$ cat src/rtl/ram8_dma_pkg.sv
// Shared types and constants for the ram8 block-transfer engine.
package ram8_dma_pkg;

    localparam int DEF_WIDTH = 16;
    localparam int DEF_AW    = 3;

    localparam logic MODE_COPY = 1'b0;
    localparam logic MODE_FILL = 1'b1;

    typedef enum logic [1:0] {
        ST_IDLE  = 2'd0,
        ST_READ  = 2'd1,
        ST_WRITE = 2'd2,
        ST_DONE  = 2'd3
    } state_t;

endpackage

$ cat src/rtl/ram8_dma_ctr.sv
// Destination pointer (wraps modulo 2^AW) with a companion word down-counter.
module ram8_dma_ctr #(
    parameter int AW = 3
) (
    input  logic          clock,
    input  logic          reset_n,
    input  logic          load_i,
    input  logic          step_i,
    input  logic [AW-1:0] ptr_init_i,
    input  logic [AW:0]   cnt_init_i,
    output logic [AW-1:0] ptr_o,
    output logic          zero_next_o
);

    logic [AW-1:0] ptr_q;
    logic [AW:0]   cnt_q;

    always_ff @(posedge clock or negedge reset_n) begin
        if (!reset_n) begin
            ptr_q <= '0;
            cnt_q <= '0;
        end else if (load_i) begin
            ptr_q <= ptr_init_i;
            cnt_q <= cnt_init_i;
        end else if (step_i) begin
            ptr_q <= ptr_q + AW'(1);
            cnt_q <= cnt_q - (AW+1)'(1);
        end
    end

    assign ptr_o = ptr_q;
    // Zero flag as seen after the pending step: lets the FSM leave WRITE on the last word.
    assign zero_next_o = (cnt_q == (AW+1)'(1));

endmodule

$ cat src/rtl/ram8_dma.sv
// Autonomous COPY/FILL engine driving the ram8 port; outputs decode from registered state only.
module ram8_dma
    import ram8_dma_pkg::*;
#(
    parameter int WIDTH = DEF_WIDTH,
    parameter int AW    = DEF_AW
) (
    input  logic             clock,
    input  logic             reset_n,
    input  logic             start,
    input  logic             mode,
    input  logic [AW-1:0]    src,
    input  logic [AW-1:0]    dst,
    input  logic [AW:0]      len,
    input  logic [WIDTH-1:0] fill_val,
    output logic             busy,
    output logic             done,
    output logic [WIDTH-1:0] mem_in,
    output logic             mem_load,
    output logic [AW-1:0]    mem_addr,
    input  logic [WIDTH-1:0] mem_out
);

    state_t           state_q, state_d;
    logic             mode_q, mode_d;
    logic [WIDTH-1:0] fill_q, fill_d;
    logic [WIDTH-1:0] data_q, data_d;
    logic [AW-1:0]    src_q, src_d;
    logic [AW-1:0]    addr_q, addr_d;

    logic             ctr_load;
    logic             ctr_step;
    logic [AW-1:0]    dst_ptr;
    logic             cnt_last;

    ram8_dma_ctr #(.AW(AW)) u_ctr (
        .clock       (clock),
        .reset_n     (reset_n),
        .load_i      (ctr_load),
        .step_i      (ctr_step),
        .ptr_init_i  (dst),
        .cnt_init_i  (len),
        .ptr_o       (dst_ptr),
        .zero_next_o (cnt_last)
    );

    always_ff @(posedge clock or negedge reset_n) begin
        if (!reset_n) begin
            state_q <= ST_IDLE;
            mode_q  <= MODE_COPY;
            fill_q  <= '0;
            data_q  <= '0;
            src_q   <= '0;
            addr_q  <= '0;
        end else begin
            state_q <= state_d;
            mode_q  <= mode_d;
            fill_q  <= fill_d;
            data_q  <= data_d;
            src_q   <= src_d;
            addr_q  <= addr_d;
        end
    end

    always_comb begin
        state_d  = state_q;
        mode_d   = mode_q;
        fill_d   = fill_q;
        data_d   = data_q;
        src_d    = src_q;
        addr_d   = addr_q;
        ctr_load = 1'b0;
        ctr_step = 1'b0;
        busy     = 1'b0;
        done     = 1'b0;
        mem_load = 1'b0;
        mem_in   = '0;
        mem_addr = addr_q;

        unique case (state_q)
            ST_IDLE: begin
                if (start) begin
                    mode_d   = mode;
                    fill_d   = fill_val;
                    src_d    = src;
                    ctr_load = 1'b1;
                    if (len == '0)
                        state_d = ST_DONE;
                    else if (mode == MODE_FILL)
                        state_d = ST_WRITE;
                    else
                        state_d = ST_READ;
                end
            end
            ST_READ: begin
                busy     = 1'b1;
                mem_addr = src_q;
                addr_d   = src_q;
                data_d   = mem_out;
                state_d  = ST_WRITE;
            end
            ST_WRITE: begin
                busy     = 1'b1;
                mem_addr = dst_ptr;
                addr_d   = dst_ptr;
                mem_load = 1'b1;
                mem_in   = (mode_q == MODE_FILL) ? fill_q : data_q;
                ctr_step = 1'b1;
                src_d    = src_q + AW'(1);
                if (cnt_last)
                    state_d = ST_DONE;
                else if (mode_q == MODE_COPY)
                    state_d = ST_READ;
            end
            ST_DONE: begin
                done    = 1'b1;
                state_d = ST_IDLE;
            end
            default: state_d = ST_IDLE;
        endcase
    end

endmodule
$ cat config.mk
export PLATFORM = sky130hd
export DESIGN_NAME = ram8_dma
export DESIGN_NICKNAME = d
export VERILOG_FILES = /design/src/rtl/ram8_dma_pkg.sv /design/src/rtl/ram8_dma_ctr.sv /design/src/rtl/ram8_dma.sv
export SDC_FILE = /design/constraint.sdc
export NUM_CORES = 1
export LEC_CHECK = 0
export CAP_MARGIN = 0
export CORE_MARGIN = 2
export CORE_UTILIZATION = 51
export CTS_CLUSTER_DIAMETER = 100
export DETAILED_ROUTE_END_ITERATION = 7
export GPL_ROUTABILITY_DRIVEN = 0
export GPL_TIMING_DRIVEN = 0
export PLACE_DENSITY = 0.91
export SLEW_MARGIN = 25
export SYNTH_ARGS = -nofsm -noshare
export SYNTH_HDL_FRONTEND = slang
export SYNTH_HIERARCHICAL = 1
export SYNTH_SLANG_ARGS = --single-unit
$ cat constraint.sdc
create_clock -name clock -period 3.3 [get_ports clock]
set_clock_uncertainty 0.15 [all_clocks]
set_input_delay 0.66 -clock clock [delete_from_list [all_inputs] [get_ports clock]]
set_output_delay 0.66 -clock clock [all_outputs]
set_load 0.03 [all_outputs]
==> flow_summary.yaml, run 1 <==
power:
  swShare: 0.402
  peakVddDrop_mv: 0.645
  power_frac_clock: 0.125
  intPower_mw: 2.01
  p_comb_frac: 0.553
  p_switching_mw: 1.35
  p_per_area_nw_per_um2: 1030
  seqPwrFrac: 0.322
  power.leakage_nw: 1.44
floorplan:
  io_pins: 68
  core-area_sq_um: 4440
  rows: 24
  die_h_um: 72.6
  die-area_sq_um: 5270
  start_util: 0.540
  die_w_um: 72.6
worst_setup_path:
  startpoint: "state_q[0]"
  cp.required_ps: 2490
  cp_slowest_cell: "clkdlybuf4s50_1"
  crit_arrival_ps: 2360
  cp_max_fo: 10
  worstReg2RegStart: "state_q[1]"
  worstSetupPathType: "flip-flop to primary output"
  critPathLaunchType: "flip-flop"
  worstPathCellList: "inv_1 > ha_1 > clkbuf_2 > nor2b_1 > clkdlybuf4s50_1"
  cp_slowest_stage_delay_ps: 690
  cp-end-kind: "primary output"
global_route:
  antenna_found_initial: 0
  grt_max_degree: 28
  grt_pass1_wl_mm: 8.29
  grt_pass1_vias: 1739
  grt_overflow_total: 0
  track_usage: 0.210
sta:
  finalHoldViolations: 0
  post-route-min-period_ps: 3170
  finalSetupTns_ps: 0
  finalSetupViolCount: 0
  drv_slew: 0
  finalWorstSetupSlack_ps: 130
  max-slew-margin-rel: 0.656
  max_slew.worst_pin.slew_ps: 502
  fmax_ghz: 0.315
  period_share: 0.961
  holdWs_ps: 167
  rsz0062_at_grt: "false"
drt:
  viasPerCell: 5.33
  vias: 1727
  wirelength_mm: 5.15
  dr.pass1.iters: 4
  drc: 0
  wire_per_inst_um: 15.9
  drt_iter0_markers: 91
  antenna_left: 0
cells_and_area:
  area_growth_pct: 36.2
  antenna_cells: 0
  drive_gt1_frac: 0.202
  final_nets: 327
  utilization: 0.735
clock_tree:
  clk_path_buf_depth: 2
  post-cts-setup-buffers: 0
  cts.htree.levels: 2
  cts_tree: "built"
  numCtsBuffers: 5
  clk_pin_slew_ps: 90
  clk_latency_ps: 300
  root_buffer: "clkbuf_8"
  clkSinkCount: 48
  cts_hold_buf: 0
synthesis:
  synthXorXnorAreaFrac: 0.0183
  synthArstFlopShare: 1.00
  synth_area_per_cell_sq_um: 12.2
  synth_area_sq_um: 2400
  synth_area_leaders: "dfrtp_1 50%, mux2_2 16%, mux2i_1 8.3%"
  synth_top_cell_by_area: "dfrtp_1"
  synth.top_cell.area_share: 0.501
  ys.flop_type: "dfrtp_1"
  synth-edff-count: 0
  synth_fa_ha_area_frac: 0.0522
  ys_warn_count: 6
  synth_seq_cells: 48
  synth_nets: 252
  synth_top_family_by_area: "multiplexers"
  synthCells: 196
  synth.distinct_cells: 26
  ys_seq_area_frac: 0.501
  synth-compound-area-share: 0.0579
  synthSimpleGateAreaFrac: 0.0913
  yosys-mux-area-fraction: 0.248
job:
  maxCapViolations: 0
run_status:
  status: "completed"
worst_hold_path:
  hold_class: "input port to async pin"
placed_design:
  portBuffers: 67
  hpwl_mm: 3.74
  dp_slack_ps: 171
cells in the mapped netlist, types with 2 or more instances:
master and count:
inv_1 8, a22oi_1 3, ha_1 10, dfrtp_1 48, mux2_2 35, a21oi_1 4
clkbuf_1 4, nor2_1 6, xor2_1 3, mux2i_1 20, buf_2 4, nand2_1 11
o21ai_0 9, nor2b_1 17, a31oi_1 2, xnor2_1 2
layer usage:
metal / global-route usage / wire [um] / vias to the layer above
met2: 0.351 / 2660 / 52
li1: - / - / 833
met5: 0 / 0 / -
met3: 0.0525 / 264 / 6
met4: 0.0720 / 68 / 0
met1: 0.267 / 2160 / 836
layout by cell type, fill, tap and decap left out, types with 4 or more instances in the layout:
master           instances
clkdlybuf4s50_1         61
dfrtp_1                 48
mux2_2                  35
mux2i_1                 20
nor2b_1                 17
nand2_1                 11
ha_1                    10
o21ai_0                  9
inv_1                    8
nor2_1                   6
buf_2                    5
clkbuf_8                 5
a21oi_1                  4
power groups by stage:
| stage | clock network [mW] | registers, mW | logic [mW] |
|---|---|---|---|
| floorplan | 0 | 1.04 | 1.31 |
| detailed placement | 0 | 1.09 | 1.88 |
| CTS | 0.423 | 1.08 | 1.88 |
| finish | 0.421 | 1.08 | 1.86 |
| global route | 0.452 | 1.12 | 2.01 |
| global placement | 0 | 1.07 | 1.81 |
through the flow:
step                      instances  total power, mW  area (sq um)
after detailed placement        316             2.97          3150
final                           324             3.36          3270
after CTS                       324             3.39          3260
after floorplan                 196             2.36          2400
after global routing            324             3.58          3270
after global placement          315             2.89          3130
what timing repair did:
item	CTS	global route
endpoints found under the hold margin	0	0
resized for setup	5	3
setup endpoints to repair	4	3
critical path: cells and delay by family (launching register included):
family / cells / cell delay, ps
DFF: 1 / 420
adders and majority gates: 1 / 330
and+or+nand+nor: 1 / 190
buffers and inverters: 3 / 1110
area by class of cell:
class | instances | area (sq um)
buffer | 9 | 50.0
clock buffer | 6 | 72.6
clock inverter | 2 | 35.0
fill | 349 | 1180
inverter | 8 | 30.0
multi-input combinational | 131 | 1120
sequential | 48 | 1200
tap | 52 | 65.1
timing repair buffer | 68 | 691
flip-flops by register name, indices dropped and copies added (netlist names):
register and cells:
fill_q 16, u_ctr/ptr_o 3, u_ctr/cnt_q 4, addr_q 3
src_q 3, data_q 16, state_q 2, mode_q 1
cell families after synthesis:
group           count (synthesis)
compound gates                 23
xor+xnor                        5
fa+ha+maj                      10
buf+inv                        17
flops                          48
mux                            55
simple gates                   38
worst paths after layout:
path / end / slack (ps) / depth (start not counted)
worst min register to register: data_q[2] / 360 / 1
worst max register to register: u_ctr/ptr_o[0] / 1080 / 7
min in group clock: data_q[2] / 360 / 1
worst max-delay path: mem_in[5] / 130 / 5
max in group asynchronous: u_ctr/cnt_q[3] / 2330 / 2
worst min-delay path: u_ctr/ptr_o[2] / 170 / 1
(Power assumes the default switching activity.)
==> inputs of run 2 (changes only) <==
Settings changed: CORE_ASPECT_RATIO set to 0.5.
==> run 2 against run 1 <==
Sequential power is essentially flat. Worst setup slack gained 60 ps. Register-to-register slack gained 60 ps. Critical path depth is the same. Utilization shrank 0.68 points. First-iteration DRC count shrank 27%. Count of clock-buffer cells in the layout is the same. Cell count grew 1.2%. Critical path type unchanged. Combinational power is essentially flat. Largest cell class unchanged. Non-clock buffer count is the same.
==> flow_summary.yaml, run 2 (same netlist as run 1, synthesis figures left out) <==
run_status:
  status: "completed"
cells_and_area:
  final_nets: 327
  area_growth_pct: 35.6
  final_cell_mix: "63 x clkdlybuf4s50_1, 48 x dfrtp_1, 35 x mux2_2, 20 x mux2i_1, 17 x nor2b_1"
  final_common_cell: "clkdlybuf4s50_1"
  antenna_cells: 0
  drive_gt1_frac: 0.199
  reg_top3: "data_q x16, fill_q x16, u_ctr/cnt_q x4"
  postLayoutCellArea_sq_um: 3250
floorplan:
  die_h_um: 52.5
  rows: 17
  core-area_sq_um: 4470
  die-area_sq_um: 5300
  io_pins: 68
  die_w_um: 101
  start_util: 0.537
worst_setup_path:
  critPathLaunchType: "flip-flop"
  worstSetupPathType: "flip-flop to primary output"
  cp-end-kind: "primary output"
  r2r_cells: 7
  startpoint: "state_q[0]"
  worstSetupEndpoint: "mem_in[9]"
  r2r_slack_ps: 1140
  cp.required_ps: 2490
  crit_arrival_ps: 2300
  worstReg2RegStart: "state_q[0]"
  r2r-end: "u_ctr/cnt_q[2]"
  cp_max_fo: 10
clock_tree:
  clkSinkCount: 48
  clk_latency_ps: 290
  cts.htree.levels: 2
  root_buffer: "clkbuf_8"
  post-cts-setup-buffers: 0
  clk_pin_slew_ps: 80
  cts_tree: "built"
  clk_path_buf_depth: 2
  numCtsBuffers: 5
drt:
  wirelength_mm: 5.02
  wire_per_inst_um: 15.3
  met1_length_mm: 2.07
  top_layer: "met4"
  drt_iter0_markers: 66
  dr.pass1.iters: 4
  drc: 0
  vias: 1724
  viasPerCell: 5.26
  dr_wl_met2_mm: 2.66
  antenna_left: 0
  met3RoutedLength_um: 189
placed_design:
  hpwl_mm: 3.90
  portBuffers: 67
  place_area_sq_um: 3160
power:
  power.leakage_nw: 1.41
  p_comb_frac: 0.570
  power_frac_clock: 0.099
  p_per_area_nw_per_um2: 1010
  seqPwrFrac: 0.331
  swShare: 0.405
  peakVddDrop_mv: 0.475
  p_switching_mw: 1.33
  intPower_mw: 1.95
sta:
  period_share: 0.942
  max_slew.worst_pin.slew_ps: 715
  fmax_ghz: 0.322
  post-route-min-period_ps: 3110
  finalSetupTns_ps: 0
  rsz0062_at_grt: "false"
  drv_slew: 0
  max-slew-margin-rel: 0.523
  finalHoldViolations: 0
  finalSetupViolCount: 0
global_route:
  track_usage: 0.205
  grt_overflow_total: 0
  grt_max_degree: 31
  antenna_found_initial: 0
  grt_pass1_vias: 1826
  grt_pass1_wl_mm: 8.19
job:
  maxCapViolations: 0
worst_hold_path:
  hold_class: "input port to async pin"
## run 2: changes by cell type in the layout (fill, tap and decap cells not counted), sizes merged
cell           before  now
clkdlybuf4s50      61   63
bufinv              1    0
dlygate4sd2         2    0
## run 2: stage by stage
stage / instances / util / hold slack [ps] / setup WS [ps] / total power [mW]
floorplan: 196 / - / 214 / 825 / 2.36
global placement: 320 / 0.703 / 336 / 196 / 2.88
detailed placement: 321 / 0.708 / 344 / 147 / 2.98
CTS: 328 / 0.726 / 279 / 4.58 / 3.31
global route: 328 / 0.728 / 308 / 45.5 / 3.51
finish: 328 / 0.728 / 264 / 190 / 3.28
## run 2: cell type report
cell class,count,area [sq um]
Clock buffer,6,72.6
Inverter,8,30.0
Multi-Input combinational cell,131,1120
Clock inverter,1,5.00
Fill cell,313,1210
Sequential cell,48,1200
Tap cell,57,71.3
Timing Repair Buffer,68,701
Buffer,9,50.0
## run 2: per-layer routing
layer  track usage  up-vias
met4        0.0743        0
met1         0.228      854
met5             0        -
met2         0.392       34
met3        0.0480       13
li1              -      823
## run 2: worst min-delay path by stage
stage	from	to	depth (start not counted)
final	reset_n	u_ctr/cnt_q[0]	1
after detailed placement	fill_q[9]	fill_q[9]	1
after global placement	fill_q[3]	fill_q[3]	1
after CTS	reset_n	u_ctr/cnt_q[0]	1
after floorplan	reset_n	addr_q[0]	0
after global routing	reset_n	fill_q[10]	1
## run 2: critical path, cell delays in order, from the launching register on
cell             delay, ps
dfrtp_1                430
inv_1                  160
ha_1                   280
clkbuf_2               270
nor2b_1                180
clkdlybuf4s50_1        680
## run 2: power by group through the flow
stage,sequential (mW),combinational (mW),clock [mW]
after detailed placement,1.10,1.88,0
after CTS,1.08,1.89,0.332
final,1.08,1.87,0.325
after global placement,1.07,1.81,0
after global routing,1.12,2.03,0.354
after floorplan,1.04,1.31,0
## run 2: repair_timing
action / 4_1_cts / 5_1_grt
setup endpoints to repair: 3 / 13
gates resized for setup: 2 / 5
hold buffers: 0 / 0
